File: src/rtl/contador_delay_n.sv
`default_nettype none
// ============================================================================
// Module   : contador_delay_n
// Brief    : DEPTH-stage delay line for a counter value plus valid tag, with a
//            runtime tap, stall, synchronous flush and fill-status flag.
// Revision : 1.0 - initial release
// ============================================================================
module contador_delay_n #(
  parameter  int               WIDTH     = 6,
  parameter  int               DEPTH     = 2,
  parameter  logic [WIDTH-1:0] RESET_VAL = {WIDTH{1'b1}},
  localparam int               TAPW      = (DEPTH > 1) ? $clog2(DEPTH) : 1,
  localparam int               FILLW     = $clog2(DEPTH + 1)
) (
  input  logic             clk,
  input  logic             reset,
  input  logic             en,
  input  logic             flush,
  input  logic [WIDTH-1:0] counter_in,
  input  logic             counter_in_valid,
  input  logic [TAPW-1:0]  tap_sel,
  output logic [WIDTH-1:0] counter_out,
  output logic             counter_out_valid,
  output logic [WIDTH-1:0] counter_tap,
  output logic             counter_tap_valid,
  output logic             primed
);

  localparam logic [FILLW-1:0] c_fill_max  = FILLW'(DEPTH);
  localparam logic [TAPW-1:0]  c_last_idx  = TAPW'(DEPTH - 1);

  logic [WIDTH-1:0] r_stage [DEPTH];
  logic [DEPTH-1:0] r_vld;
  logic [FILLW-1:0] r_fill;
  logic [TAPW-1:0]  w_tap_idx;

  // Flush takes priority over en; invalid slots shift like any other entry.
  always_ff @(posedge clk or posedge reset) begin
    if (reset) begin
      for (int i = 0; i < DEPTH; i++) begin
        r_stage[i] <= RESET_VAL;
      end
      r_vld  <= '0;
      r_fill <= '0;
    end else if (flush) begin
      for (int i = 0; i < DEPTH; i++) begin
        r_stage[i] <= RESET_VAL;
      end
      r_vld  <= '0;
      r_fill <= '0;
    end else if (en) begin
      r_stage[0] <= counter_in;
      r_vld[0]   <= counter_in_valid;
      for (int i = 1; i < DEPTH; i++) begin
        r_stage[i] <= r_stage[i-1];
        r_vld[i]   <= r_vld[i-1];
      end
      if (r_fill != c_fill_max) begin
        r_fill <= r_fill + 1'b1;
      end
    end
  end

  // Tap index saturates to the last stage for out-of-range selections.
  always_comb begin
    w_tap_idx = tap_sel;
    if (tap_sel > c_last_idx) begin
      w_tap_idx = c_last_idx;
    end
  end

  assign counter_out       = r_stage[DEPTH-1];
  assign counter_out_valid = r_vld[DEPTH-1];
  assign counter_tap       = r_stage[w_tap_idx];
  assign counter_tap_valid = r_vld[w_tap_idx];
  assign primed            = (r_fill == c_fill_max);

endmodule
`default_nettype wire

File: config.mk
export PLATFORM = sky130hd
export DESIGN_NAME = contador_delay_n
export DESIGN_NICKNAME = d
export VERILOG_FILES = /design/src/rtl/contador_delay_n.sv
export SDC_FILE = /design/constraint.sdc
export NUM_CORES = 1
export LEC_CHECK = 0
export CAP_MARGIN = 20
export CORE_MARGIN = 2
export CORE_UTILIZATION = 47
export CTS_BUF_LIST = sky130_fd_sc_hd__clkbuf_4
export CTS_CLUSTER_SIZE = 28
export DETAILED_ROUTE_END_ITERATION = 6
export PLACE_DENSITY = 0.8
export SYNTH_ARGS = -nofsm -noshare
export SYNTH_HDL_FRONTEND = slang
export SYNTH_SLANG_ARGS = --single-unit
File: constraint.sdc
create_clock -name clk -period 1.4 [get_ports clk]
set_input_delay 0.14 -clock clk [delete_from_list [all_inputs] [get_ports clk]]
set_output_delay 0.14 -clock clk [all_outputs]
set_load 0.02 [all_outputs]
==> results.txt <==
The number of port buffers came out at 26. The clock sink count came out at 16. The async set-reset flop share out of synthesis is 1.000. The total nets after synthesis is 85. The final critical-path setup slack is 0.05741 ns. The filler cells instantiated in the layout total 152.

At the worst endpoint, the required time is 1.26 ns. The combined area of all synthesized cells came out at 878.3 um2. The clock passes through at most 2 buffers.

Entering global routing, the biggest net connects 17 pins. The post-detailed-routing wire length is 1549 um. The final standard cell utilization of the core is 0.6545. CTS placed an instance of clkbuf_4 at the clock tree root. The library cell with the largest summed area after synthesis is dfstp_2. The worst voltage drop across the vdd grid came out at 579.3 uV. The first global-routing pass estimated 2332 um of wire. Using the TritonRoute via totals, the vias-per-cell ratio works out to 4.802. The count of warnings emitted by yosys is 0. The count of vias placed by the detailed router came out at 605. In this run the power density over the cells is 895.6 mW/mm2.

Yosys mapped a number of flops with a built-in enable equal to 0. The slew at the pin closest to its max-slew limit came out at 0.2095 ns. The run finished with clean final reports. The initial antenna violation count is 0.

Yosys attributes the largest share of cell area to dfstp_2 36%, mux2_2 12%, dfrtp_1 11%. The fraction of power consumed by sequential logic came out at 0.520. Of the synthesized area, sequential elements account for 0.4729. Setup repair after global routing left no endpoint under its margin. Summed over all nets, the switching power comes to 274.2 uW. From left edge to right edge, the die measures 47.23 um. The proportion of netlist area held by the largest area contributor is 0.3590.

Post-CTS repair changed the size of 36 cells. Summing all placed instances gives a cell area of 0.001154 mm2. The path class of the tightest hold or removal check is primary input to async pin. The clock network latency to the later pin of the worst-skew pair came out at 0.28 ns. TritonCTS built the clock tree.

The worst-case setup slack after placement is -0.3722 ns. Summed over all failing endpoints, the final setup total negative slack is 0 ns. The clock network fraction of total power came out at 0.235.

Relative to the synthesized area, the layout overhead comes to 30.06%. The minimum clock period came out at 1.343 ns. The count of H-tree levels built during CTS is 1. Of the available clock period, the critical path in the final layout requires 0.9590. The final layout contains 115 nets. The most used flip-flop cell after synthesis is dfstp_2. The final antenna-violating net count is 0.

The instance count of the mapped netlist came out at 72. The worst-path maximum fanout came out at 2. The arrival time of data at the critical path endpoint came out at 1.20 ns. Of the cells placed in the final design, the portion with a size suffix greater than 1 is 0.4950. The wire length per cell after detailed routing came out at 12.29 um. Between clock sinks in the finished design, the worst skew comes to 0.003199 ns. The count of max-cap constraint violations came out at 0.

The total die area is 0.002231 mm2. The relative max-transition margin is 0.8599. In this run, the number of DRC markers left after iteration 0 of detailed routing was 2. The total congestion overflow is 0.

The internal portion of the total power is 748.9 uW. For this configuration, the core starts out at a cell density of 0.5032. Of the total power, the share spent switching nets is 0.2680.

The number of synthesized register bits came out at 16. Across every metal layer, demand over resource in global routing totals 0.1523. The clock-pin slew of the registers on the worst-case setup and hold paths came out at 0.09 ns. Pin placement for this block handled 27 I/O pins. The final hold slack is 0.1659 ns.

The number of detailed-routing iterations run before antenna repair is 3. The kind of critical path is flip-flop to output pin. The final-report hold violation count is 0. The HPWL after detailed placement came out at 1196 um. Setup violations remaining at the end of the flow were counted as 0. The number of remaining DRC errors is 0. STA classifies the critical path endpoint as an output pin. The per-instance average area after synthesis is 12.20 um2. The count of buffers added by post-CTS timing repair for setup is 0.

The hold buffer count at CTS is 0. The height of the die came out at 47.23 um. The region available for standard cell placement spans 0.001745 mm2. The via count of the first global-routing pass is 579. STA classifies the critical path startpoint as a flip-flop. The number of distinct library cells after synthesis is 16. The total leakage power is 0.5065 nW.

The number of max-slew violations in the final report came out at 0. The CTS buffer count came out at 3. The post-layout instance area came out at 0.001142 mm2. The repair_antennas step left the layout with diodes totalling 0. Routability-driven placement finished with a final weighted congestion of 0.7333. The number of rows created at floorplan came out at 15.

The share of total power dissipated in combinational logic is 0.245. The upper clock frequency limit came out at 0.7448 GHz.
==> power by group through the flow <==
stage	clock [mW]	sequential, mW	combinational (mW)
global route	0.275	0.537	0.272
detailed placement	0	0.540	0.277
floorplan	0	0.535	0.175
finish	0.241	0.532	0.251
CTS	0.258	0.533	0.252
global placement	0	0.538	0.272
==> cell usage in the layout, fill, tap and decap left out <==
master,n
dfstp_2,12
nor2b_1,10
clkdlybuf4s50_1,10
mux2_2,9
buf_4,8
buf_2,7
a211o_1,6
a211o_2,6
dlygate4sd2_1,6
nor2_1,4
dfrtp_1,4
and2b_1,3
clkbuf_4,3
and2b_2,2
mux2i_1,2
inv_1,2
buf_6,2
ha_1,1
clkinv_1,1
dlymetal6s2s_1,1
clkdlybuf4s15_1,1
clkbuf_2,1
==> cell type report <==
class | count | area (um2) | area share
Inverter | 2 | 7.507 | 0.006572
Clock buffer | 3 | 22.52 | 0.01972
Clock inverter | 1 | 3.754 | 0.003286
Multi-Input combinational cell | 43 | 364.1 | 0.3187
Tap cell | 25 | 31.28 | 0.02738
Sequential cell | 16 | 415.4 | 0.3636
Timing Repair Buffer | 36 | 297.8 | 0.2607
==> per-stage QoR <==
step           std cells  power [mW]
2_1_floorplan         72      0.7106
4_1_cts              126       1.043
5_1_grt              126       1.084
3_5_place_dp         122      0.8176
6_report             126       1.023
3_3_place_gp         122      0.8103
==> state kept, by name, summed over array words and instances, names as in the netlist <==
name and cells:
counter_out 6, r_stage 6, r_fill 2, r_vld 2
==> Yosys cell counts (2+ instances only) <==
library cell   n
a211o_1        6
a211o_2        6
and2b_1        3
and2b_2        2
buf_2          3
buf_4          6
dfrtp_1        4
dfstp_2       12
inv_1          2
mux2_2         9
mux2i_1        2
nor2_1         4
nor2b_1       10
==> path summary, 6_finish.rpt <==
path / start / end / slack (ns) / cells after the start
max: counter_out[3] / counter_out[3] / 0.06 / 2
min: reset / r_vld[0] / 0.17 / 3
max reg2reg: r_fill[0] / r_fill[0] / 0.12 / 4
min reg2reg: r_vld[1] / r_vld[1] / 0.56 / 2
max in group asynchronous: reset / counter_out[4] / 0.99 / 3
min in group clk: counter_in[4] / r_stage[10] / 0.45 / 2
==> routing by layer <==
metal	up-vias	GRT usage	routed length [um]
met5	-	0	0
met1	292	0.1775	663
met2	12	0.2649	800
li1	299	-	-
met3	2	0.02308	73
met4	0	0.08333	12
==> critical path: stages, from the launching register on <==
cell             delay, ns
dfstp_2               0.54
buf_4                 0.10
clkdlybuf4s15_1       0.29
==> logic make-up after synthesis <==
family	after synthesis	synth area share
buffers and inverters	13	0.1125
AO/OA/AOI/OAI	12	0.1282
multiplexers	11	0.1382
adder cells (fa/ha/maj)	1	0.01424
flip-flops	16	0.4729
AND/OR/NAND/NOR	19	0.1339
No activity file was read; power rests on OpenSTA's default activity.
==> RTL change 1, RTL diff (same flow settings) <==
Register the inputs `en`, `flush`, `counter_in`, `counter_in_valid` and `tap_sel` before use, with the module's reset. The logic sees them one clock later.
--- a/src/rtl/contador_delay_n.sv
+++ b/src/rtl/contador_delay_n.sv
@@ -31,2 +31,24 @@
 
+  logic en_q;
+  logic flush_q;
+  logic [WIDTH-1:0] counter_q;
+  logic counter_in_valid_q;
+  logic [TAPW-1:0] tap_sel_q;
+
+  always_ff @(posedge clk or posedge reset) begin
+    if (reset) begin
+      en_q               <= '0;
+      flush_q            <= '0;
+      counter_q          <= '0;
+      counter_in_valid_q <= '0;
+      tap_sel_q          <= '0;
+    end else begin
+      en_q               <= en;
+      flush_q            <= flush;
+      counter_q          <= counter_in;
+      counter_in_valid_q <= counter_in_valid;
+      tap_sel_q          <= tap_sel;
+    end
+  end
+
   logic [WIDTH-1:0] r_stage [DEPTH];
@@ -44,3 +66,3 @@
       r_fill <= '0;
-    end else if (flush) begin
+    end else if (flush_q) begin
       for (int i = 0; i < DEPTH; i++) begin
@@ -50,5 +72,5 @@
       r_fill <= '0;
-    end else if (en) begin
-      r_stage[0] <= counter_in;
-      r_vld[0]   <= counter_in_valid;
+    end else if (en_q) begin
+      r_stage[0] <= counter_q;
+      r_vld[0]   <= counter_in_valid_q;
       for (int i = 1; i < DEPTH; i++) begin
@@ -65,4 +87,4 @@
   always_comb begin
-    w_tap_idx = tap_sel;
-    if (tap_sel > c_last_idx) begin
+    w_tap_idx = tap_sel_q;
+    if (tap_sel_q > c_last_idx) begin
       w_tap_idx = c_last_idx;
Formal check against the unedited RTL: not equivalent (Yosys sat finds a counterexample within 4 cycles, from zero or initial values and one cycle with reset high).
==> RTL change 1 against the unedited design <==
The flow now finishes with violations (setup timing); synthesized area rose by 27%; wire length grew 13%; global-route usage is 0.87 points lower; count of clock-buffer cells in the layout unchanged; sequential cell count is 10 higher; sequential share of layout area rose by 11 points; design area is 24% higher; total power increased by 38%; critical path depth increased by 2; worst setup slack worse by 200 ps; largest power group unchanged.
==> RTL change 1: results (changes against the unedited design) <==
metric;value;unit;change
grt_use_met1;16.9;%;was 17.7%
placed_area;1390;um2;was 1150 um2
path_clk_slew;130;ps;was 90 ps
cts_setup_buffers;2;;was 0
clock_sinks;26;;was 16
setup_violations;7;;was 0
sh_seq_area;47.1;%;was 36.4%
fin_ws;-147;ps;was 57.4 ps
wl_met1;700;um;was 663 um
multi_input_area_share;25.5;%;was 31.9%
routabilityCongestion;0.716;;was 0.733
n_all_buffers;35;;was 36
setup_tns;-663;ps;was 0 ps
failed_checks;setup timing;;
path_delay_family;flip-flops;;unchanged
first_global_vias;686;;was 579
clock_skew;6.99;ps;was 3.20 ps
grt_max_degree;27;;was 17
ys_top_cells_by_count;14 x dfrtp_1, 12 x a211o_1, 12 x dfstp_2;;was 12 x dfstp_2, 10 x nor2b_1, 9 x mux2_2
finalNonFillerCells;137;;was 126
place_inst;132;;was 122
yosysSeqAreaShare;59.8;%;was 47.3%
p_leak;0.633;nW;was 0.506 nW
dp_hpwl;1300;um;was 1200 um
coreArea;2230;um2;was 1750 um2
syn-num-nets;95;;was 85
p_int;1.06;mW;was 0.749 mW
ys_types;13;;was 16
p_comb_share;18.6;%;was 24.5%
route.final.wire_length;1750;um;was 1550 um
p_sw_share;24.6;%;was 26.8%
via_per_inst;4.85;;was 4.80
path_max_fanout;4;;was 2
htreeDepth;1;;unchanged
buffer_area_share;22.8;%;was 26.1%
outcome;finished with violations;;was completed
dpl_worst_slack;-106;ps;was -372 ps
first_pass_iters;3;;unchanged
fillers;181;;was 152
grt_pass1_wl;2870;um;was 2330 um
synthTopCellsByArea;dfrtp_1 31%, dfstp_2 28%, a211o_1 9.4%, mux2_2 9.1%, and2b_1 4.7%;;was dfstp_2 36%, mux2_2 12%, dfrtp_1 11%, nor2b_1 7.1%, a211o_2 6.8%
critPathSlowestCell;dfrtp_1;;was dfstp_2
syn_inst;82;;was 72
clk_latency;310;ps;was 280 ps
route.met3.wl;99;um;was 73 um
clk_share;1.59;%;was 2.30%
grt_util_met2;24.0;%;was 26.5%
groute.usage.overall;14.4;%;was 15.2%
worstMarginPinSlew;344;ps;was 209 ps
cpPeakStageDelay;430;ps;was 540 ps
grt_use_met3;4.86;%;was 2.31%
met2WireLength;939;um;was 800 um
post-route-util;63.3;%;was 65.4%
final_nets;124;;was 115
clock_net_power;0.298;mW;was 0.241 mW
post_cts_resized;45;;was 36
vdd_drop_max;0.000827;V;was 0.000579 V
layout-drive-gt1-share;38.5;%;was 49.5%
-- RTL change 1: cell types whose count changed in the layout (fill, tap and decap cells not counted), sizes merged --
cell           before  now
dfrtp               4   14
and2b               5    7
nor2b              10    8
clkdlybuf4s15       1    0
clkdlybuf4s50      10   11
clkinv              1    0
dlymetal6s2s        1    0
-- RTL change 1: logic make-up after synthesis --
family / share of synthesized area (%)
buffers and inverters: 8.10
adders and majority gates: 1.12
DFF: 59.8
muxes: 10.9
and+or+nand+nor: 10.6
AOI/OAI and AO/OA: 9.45
-- RTL change 1: final timing paths --
| path | startpoint | endpoint | slack [ps] | cells past startpoint |
|---|---|---|---|---|
| setup / recovery | tap_sel_q | counter_tap[3] | -150 | 4 |
| hold / removal | reset | counter_in_valid_q | 160 | 3 |
| setup reg to reg | r_fill[0] | r_fill[1] | 110 | 4 |
| hold reg to reg | counter_q[0] | r_stage[6] | 470 | 1 |
| max in group asynchronous | reset | r_stage[8] | 940 | 3 |
| min in group clk | counter_in_valid | counter_in_valid_q | 250 | 1 |
==> RTL change 2, RTL diff (config.mk and constraints unchanged) <==
Made on the original files. Set the parameter `WIDTH` to 12 (it was 6).
--- a/src/rtl/contador_delay_n.sv
+++ b/src/rtl/contador_delay_n.sv
@@ -8,3 +8,3 @@
 module contador_delay_n #(
-  parameter  int               WIDTH     = 6,
+  parameter  int               WIDTH     = 12,
   parameter  int               DEPTH     = 2,
Ports: changed (resized counter_in, counter_out and counter_tap); port bits go from 27 to 45. The function was not compared with the original's and may differ.
==> RTL change 2 against the unedited design <==
Worst setup slack improved by 1.2 ps; wire length rose by 93%; largest cell class unchanged; clock power grew 110%; total power rose by 83%; clock skew up 6.2 ps; worst hold slack better by 1.8 ps; design area rose by 65%; sequential power up 77%; final cell count up 63%; critical path depth shrank 1; synthesized area increased by 70%; sequential share of layout area is 2.3 points higher; count of clock-buffer cells in the layout unchanged; sequential cell count rose by 12.
==> RTL change 2: results (changes against the unedited design) <==
metric;value;unit;change
syn-num-nets;143;;was 85
clk_latency;320;ps;was 280 ps
p_int;1.40;mW;was 0.749 mW
fmax;0.745;GHz;about the same
clock_skew;9.38;ps;was 3.20 ps
path_clk_slew;150;ps;was 90 ps
p_sw;0.469;mW;was 0.274 mW
grt_max_degree;51;;was 17
top_usage_layer;met2;;unchanged
vdd_drop_max;0.000605;V;was 0.000579 V
grt_util_met2;28.9;%;was 26.5%
synth_most_common_cell;nor2b_1;;was dfstp_2
first_pass_iters;4;;was 3
place_inst;197;;was 122
path_max_fanout;3;;was 2
ff2ff_setup_slack;80;ps;was 120 ps
htreeDepth;1;;unchanged
routabilityCongestion;0.671;;was 0.733
port_buffers;44;;was 26
antenna_found_initial;0;;unchanged
drt_iter0_drc;25;;was 2
grt_use_met3;1.92;%;was 2.31%
dpl_worst_slack;-430;ps;was -372 ps
critPathCapture;counter_out[10];;was counter_out[3]
final_nets;182;;was 115
grt_use_met1;23.2;%;was 17.7%
cpPeakStageDelay;560;ps;was 540 ps
outcome;completed;;unchanged
wire_per_inst;14.5;um;was 12.3 um
reg2reg_to;r_fill[1];;was r_fill[0]
finalNonFillerCells;206;;was 126
first_global_vias;975;;was 579
yosysSeqAreaShare;48.9;%;was 47.3%
ys_types;13;;was 16
cts_buffers;3;;unchanged
clock_net_power;0.509;mW;was 0.241 mW
ys_top_cells_by_count;26 x nor2b_1, 24 x a211o_1, 24 x dfstp_2;;was 12 x dfstp_2, 10 x nor2b_1, 9 x mux2_2
layout-drive-gt1-share;43.8;%;was 49.5%
grt_pass1_wl;4620;um;was 2330 um
synthTopCellsByArea;dfstp_2 42%, a211o_1 14%, mux2_2 11%, nor2b_1 11%, buf_4 7.0%;;was dfstp_2 36%, mux2_2 12%, dfrtp_1 11%, nor2b_1 7.1%, a211o_2 6.8%
pg_seq;0.939;mW;was 0.532 mW
worstMarginPinSlew;348;ps;was 209 ps
holdWs;168;ps;was 166 ps
groute.usage.overall;17.3;%;was 15.2%
path_delay_family;flip-flops;;unchanged
syn_avg_cell_area;12.0;um2;was 12.2 um2
p_leak;0.790;nW;was 0.506 nW
vias;1026;;was 605
crit_start;counter_out[10];;was counter_out[3]
fillers;243;;was 152
dp_hpwl;2060;um;was 1200 um
## RTL change 2: area by class of cell
type	instances	area [um2]	area share, %
Multi-Input combinational cell	73	597	31.6
Tap cell	44	55.1	2.91
Clock inverter	1	30.0	1.59
Clock buffer	3	22.5	1.19
Sequential cell	28	731	38.6
Inverter	2	7.51	0.397
Timing Repair Buffer	55	448	23.7
## RTL change 2: cells by family (layout without fill, tap and decap cells)
kind of cell | count (synthesis) | in the layout | synth area share [%]
DFF | 28 | 28 | 48.9
AOI/OAI and AO/OA | 24 | 24 | 14.1
adders and majority gates | 1 | 1 | 0.837
muxes | 17 | 17 | 12.6
buffers and inverters | 23 | 61 | 11.1
and+or+nand+nor | 31 | 31 | 12.4
## RTL change 2: timing repair
action / CTS / global route
endpoints found under the setup margin: 27 / 10
resized for setup: 70 / 11
buffers inserted: 3 / 2
## RTL change 2: per-layer routing
layer | wire, um | vias to the layer above
met1 | 1310 | 503
li1 | - | 497
met2 | 1560 | 24
met3 | 92 | 2
met5 | 0 | -
met4 | 34 | 0
